===== config.mk =====
export PLATFORM = sky130hd
export DESIGN_NAME = dma_controller
export DESIGN_NICKNAME = d
export VERILOG_FILES = /design/src/rtl/dma_controller.sv
export SDC_FILE = /design/constraint.sdc
export NUM_CORES = 1
export LEC_CHECK = 0
export ABC_AREA = 1
export CORE_MARGIN = 2
export CORE_UTILIZATION = 30
export CTS_BUF_LIST = sky130_fd_sc_hd__clkbuf_8
export CTS_CLUSTER_DIAMETER = 50
export DETAILED_ROUTE_END_ITERATION = 12
export GPL_TIMING_DRIVEN = 0
export SLEW_MARGIN = 5
export SYNTH_ARGS = -nofsm -noshare
export SYNTH_HDL_FRONTEND = slang
export SYNTH_SLANG_ARGS = --single-unit
export TNS_END_PERCENT = 30

===== constraint.sdc =====
create_clock -name clock -period 1.5 [get_ports clock]
set_input_delay 0.3 -clock clock [delete_from_list [all_inputs] [get_ports clock]]
set_output_delay 0.3 -clock clock [all_outputs]
set_load 0.02 [all_outputs]

===== src/rtl/dma_controller.sv =====
// -----------------------------------------------------------------------------
// dma_controller
//   Block-copy DMA engine that shares the 64 KB block RAM with the CPU.
//   The CPU programs source, destination, length and control through plain
//   stores to REG_BASE+0..+6. A start store halts the CPU (cpu_locked=0), and
//   the engine takes the memory port. It copies bytes in ascending order at
//   three cycles per byte (READ, WAIT, WRITE). It then returns the port and
//   pulses irq for one cycle.
//
// Ports
//   clock        in   1   system clock, all state changes on posedge
//   resetn       in   1   synchronous active-low reset
//   cpu_address  in   16  CPU bus address
//   cpu_o_data   in   8   CPU write data
//   cpu_we       in   1   CPU write strobe
//   cpu_locked   out  1   to CPU .locked; 0 halts the CPU
//   mem_address  out  16  block RAM address
//   mem_o_data   out  8   block RAM write data
//   mem_we       out  1   block RAM write enable
//   mem_i_data   in   8   block RAM read data, valid 1 cycle after address
//   busy         out  1   high from GRANT through the last WRITE
//   irq          out  1   one-cycle completion pulse
//
// Register map (write-only, captured only while IDLE; stores also reach RAM)
//   +0/+1 src lo/hi   +2/+3 dst lo/hi   +4/+5 len lo/hi
//   +6    ctrl: bit0 start, bit1 src_fixed, bit2 dst_fixed
// -----------------------------------------------------------------------------
module dma_controller #(
  parameter logic [15:0] REG_BASE = 16'hFF00
) (
  input  logic        clock,
  input  logic        resetn,
  input  logic [15:0] cpu_address,
  input  logic [7:0]  cpu_o_data,
  input  logic        cpu_we,
  output logic        cpu_locked,
  output logic [15:0] mem_address,
  output logic [7:0]  mem_o_data,
  output logic        mem_we,
  input  logic [7:0]  mem_i_data,
  output logic        busy,
  output logic        irq
);

  typedef enum logic [2:0] {
    S_IDLE,
    S_GRANT,
    S_READ,
    S_WAIT,
    S_WRITE,
    S_DONE
  } state_t;

  typedef struct packed {
    logic dst_fixed;
    logic src_fixed;
    logic start;
  } ctrl_t;

  state_t      state;
  state_t      state_next;
  logic [15:0] src;
  logic [15:0] dst;
  logic [15:0] len;
  ctrl_t       ctrl;
  logic [7:0]  data_latch;

  // Offset of the CPU address from the register window. The subtraction keeps
  // the decode correct even if REG_BASE is not aligned to 8.
  logic [15:0] reg_off;
  logic        reg_hit;
  logic        start_hit;

  assign reg_off   = cpu_address - REG_BASE;
  assign reg_hit   = cpu_we && (reg_off < 16'd7);
  assign start_hit = reg_hit && (reg_off[2:0] == 3'd6) && cpu_o_data[0];

  // State register and datapath registers
  // NOTE: sequential state uses non-blocking (<=) so every register samples
  // pre-edge values, independent of statement order.
  always_ff @(posedge clock) begin
    if (!resetn) begin
      state      <= S_IDLE;
      src        <= '0;
      dst        <= '0;
      len        <= '0;
      ctrl       <= '0;
      data_latch <= '0;
    end else begin
      state <= state_next;
      case (state)
        S_IDLE: begin
          if (reg_hit) begin
            case (reg_off[2:0])
              3'd0:    src[7:0]  <= cpu_o_data;
              3'd1:    src[15:8] <= cpu_o_data;
              3'd2:    dst[7:0]  <= cpu_o_data;
              3'd3:    dst[15:8] <= cpu_o_data;
              3'd4:    len[7:0]  <= cpu_o_data;
              3'd5:    len[15:8] <= cpu_o_data;
              3'd6:    ctrl      <= ctrl_t'(cpu_o_data[2:0]);
              default: ;
            endcase
          end
        end
        S_WAIT:  data_latch <= mem_i_data;
        S_WRITE: begin
          // 16-bit adders wrap FFFF -> 0000 naturally.
          if (!ctrl.src_fixed) src <= src + 16'd1;
          if (!ctrl.dst_fixed) dst <= dst + 16'd1;
          len <= len - 16'd1;
        end
        S_DONE:  ctrl.start <= 1'b0;
        default: ;
      endcase
    end
  end

  // Next-state and memory-port steering
  // NOTE: every output of this block is given a default before the case so no
  // path leaves a signal unassigned, which would infer a latch.
  always_comb begin
    state_next  = state;
    mem_address = cpu_address;
    mem_o_data  = cpu_o_data;
    mem_we      = 1'b0;
    busy        = 1'b0;
    cpu_locked  = 1'b1;
    irq         = 1'b0;

    case (state)
      S_IDLE: begin
        // The CPU owns the port. Register stores write through to RAM too.
        mem_we = cpu_we;
        if (start_hit) begin
          // A zero-length start skips the bus handover entirely.
          state_next = (len == 16'd0) ? S_DONE : S_GRANT;
        end
      end
      S_GRANT: begin
        // One dead cycle lets a CPU access already in flight complete.
        mem_address = src;
        busy        = 1'b1;
        cpu_locked  = 1'b0;
        state_next  = S_READ;
      end
      S_READ: begin
        mem_address = src;
        busy        = 1'b1;
        cpu_locked  = 1'b0;
        state_next  = S_WAIT;
      end
      S_WAIT: begin
        mem_address = src;
        busy        = 1'b1;
        cpu_locked  = 1'b0;
        state_next  = S_WRITE;
      end
      S_WRITE: begin
        mem_address = dst;
        mem_o_data  = data_latch;
        mem_we      = 1'b1;
        busy        = 1'b1;
        cpu_locked  = 1'b0;
        // len still holds its pre-decrement value in this cycle.
        state_next  = (len == 16'd1) ? S_DONE : S_READ;
      end
      S_DONE: begin
        irq        = 1'b1;
        state_next = S_IDLE;
      end
      default: state_next = S_IDLE;
    endcase
  end

endmodule


==> flow_summary_export.csv <==
group,metric,value,unit
power_and_ir_drop,powerDensity,1468,mW/mm^2
critical_path,reg2regPathDepth,10,
synth,yosysSeqAreaShare,27.57,%
clock_network,h-tree-depth,3,
critical_path,crit_buf_inv,3,
floorplan,core,0.01448,sq mm
routing,num_vias,5243,
floorplan,fp.dieW,125.5,microns
timing,tns,-21460,ps
timing,setup_viol,77,
min_path,worstHoldPathCells,3,
power_and_ir_drop,peakVddDrop,0.0006513,V
power_and_ir_drop,static-leakage-power,0.002747,uW
critical_path,cp_top_family,"buffers and inverters",
routing,vias_per_cell,4.942,
clock_network,clkTransAtPathRegs,70,ps
cells_and_area,layout-drive-gt1-share,14.82,%
routing,drt_first_pass_iters,5,
timing,relSlewSlack,51.39,%
critical_path,crit_top_cell,"nor2_4",
synth,async_reset_ff_share,0,%
clock_network,cts_sinks,61,
min_path,whs_endpoint,"data_latch[2]",
critical_path,cp.arrival,1820,ps
critical_path,path_cells,"nor2_4 > nand2_4 > clkinv_8 > nor2_4 > buf_4 > a221o_1 > buf_6",
cells_and_area,nets,911,
placement,dpl.hpwl,11.97,mm
cells_and_area,final.fill_count,1551,
critical_path,critPathKind,"reg2out",
cells_and_area,multiInputGateArea,0.003080,sq mm
clock_network,cts_buffers,9,
timing,hold_violations,0,
routing,wirelength,16.40,mm
clock_network,clockRootBuffer,"clkbuf_8",
global_routing,track_usage,20.64,%
synth,synth.distinct_cells,30,
global_routing,grt_first_pass_wirelength,25.43,mm
timing,period_needed,2123,ps
timing,fin_crit_sh,141.5,%
timing,fmax,471.0,MHz
synth,ys_seq_elements,61,
cells_and_area,final_area,0.005936,sq mm
critical_path,crit_fanout,7,
synth,syn-instance-count,788,
synth,syn-num-nets,827,
flow_run,maxCapViolCount,0,
synth,syn_area,0.004429,sq mm
status,status,"complete, but fails checks",
floorplan,ios,63,
timing,rsz0062_at_grt,"true",
cells_and_area,final_util,41.00,%
synth,synth-edff-count,0,
min_path,hold_path_startpoint,"resetn",
cells_and_area,final_common_cell,"nand2_1",
synth,avgSynthCellArea,5.621,sq um
synth,synth_ff_type,"dfxtp_1",
timing,fin_ws,-623.1,ps
critical_path,startpoint_type,"flip-flop",
placement,placed_cell_area,0.005319,sq mm
cells_and_area,diodes,0,
synth,yosys_warnings,0,
floorplan,start_util,30.59,%
floorplan,rows,44,
floorplan,die_h,125.5,microns
clock_network,clock_latency,360,ps
critical_path,r2r_setup_slack,-200,ps
timing,report.final.slew_viol_count,0,
clock_network,postCtsHoldBufs,0,
placement,place_congestion,0.9082,
critical_path,max_stage_delay,370,ps
min_path,min_path_type,"in2reg",
clock_network,cts_tree,"built",
cells_and_area,mostFrequentLayoutCells,"248 x nand2_1, 175 x nor2_1, 78 x inv_1",
global_routing,grt_overflow,0,
routing,route.detailed.drc,0,
timing,skew,4.658,ps
critical_path,r2r_start,"state[0]",
global_routing,antenna_found_initial,0,
critical_path,cp-end-kind,"primary output",
routing,ant_nets,0,
cells_and_area,synthToLayoutAreaGrowth,34.01,%
global_routing,grt_max_degree,11,
placement,portBuffers,61,
routing,routedWlPerCell,15.45,microns
status,violations,"negative setup slack",
critical_path,required,1200,ps
routing,drtIter0Drc,495,
critical_path,slowest_stage,"dfxtp_4",
global_routing,grt_pass1_vias,4731,
critical_path,r2r-end,"src[14]",
cells_and_area,seq_area,0.001229,sq mm
timing,worst_pin_slew,729.2,ps
clock_network,clk_path_buf_depth,2,
floorplan,die_area,0.01575,sq mm
sequential cells by signal (all words and copies together), names as in the netlist:
name / count
src: 16
state: 3
len: 16
data_latch: 8
dst: 16
ctrl: 2
metal layers:
layer  part of all wire [%]  vias to the layer above  track usage (%)
met4                    2.4                        0            6.797
met2                     44                      217            31.83
met5                      0                        -                0
met3                    7.7                       28            2.910
li1                       -                     2666                -
met1                     46                     2332            29.59
report_power, final:
part	leakage [uW]	internal [uW]	switching [uW]	total (uW)
logic	0.00215	1940	3220	5160
clock network	0.000105	795	724	1520
registers	0.000495	1830	202	2040
Yosys cell counts (4+ instances only):
library cell / instances / area, sq um
a21oi_1: 19 / 95.09
a221o_1: 9 / 90.09
buf_2: 11 / 55.05
buf_4: 6 / 45.04
clkbuf_1: 4 / 15.01
dfxtp_1: 61 / 1221
ha_1: 4 / 50.05
inv_1: 77 / 289.0
nand2_1: 258 / 968.4
nand2_2: 4 / 25.02
nand3_1: 65 / 325.3
nand4_1: 10 / 62.56
nor2_1: 189 / 709.4
nor3_1: 9 / 45.04
o211ai_1: 4 / 30.03
o21ai_0: 26 / 130.1
o221ai_1: 5 / 43.79
xor2_1: 5 / 43.79
repair_timing:
| action | in CTS | in global routing |
|---|---|---|
| pin swaps | 7 | 5 |
| endpoints found under the setup margin | 88 | 80 |
| buffers inserted | 9 | 3 |
| resized for setup | 182 | 37 |
how the worst max path moves through the flow:
stage                        start              end  depth (start not counted)
after floorplan           state[0]   mem_address[5]                          5
after CTS                 state[1]  mem_address[11]                          7
after global routing      state[0]  mem_address[11]                          7
after global placement    state[1]  mem_address[15]                          6
after detailed placement  state[1]  mem_address[15]                          6
final                     state[1]  mem_address[11]                          7
cell families after synthesis:
kind of cell,Yosys count,synth area share (%)
AND/OR/NAND/NOR,543,49.94
buffers and inverters,104,10.00
AO/OA/AOI/OAI,69,9.972
flip-flops,61,27.57
XOR/XNOR,7,1.384
adder cells (fa/ha/maj),4,1.130
worst min-delay path: stages:
cell and delay, ps:
clkbuf_1 160, o21ai_0 120, nor2_1 40
through the flow:
stage               std cells  power [uW]  hold WS [ps]  setup slack [ps]
global placement         1033        6530         471.8             -1001
finish                   1061        8713         299.4            -623.1
detailed placement       1033        6525         477.1             -1015
global route             1061        9239         342.6            -668.0
CTS                      1058        8549         296.3            -613.5
floorplan                 788        4998         434.9            -157.9
area by class of cell:
class / instances / share of cell area [%]
inverter: 80 / 5.333
multi-input combinational: 623 / 51.90
clock inverter: 6 / 0.9275
timing repair buffer: 73 / 11.57
tap: 184 / 3.879
clock buffer: 10 / 2.319
sequential: 61 / 20.70
buffer: 24 / 3.373
Note: power is estimated with default switching activity, not from simulation.
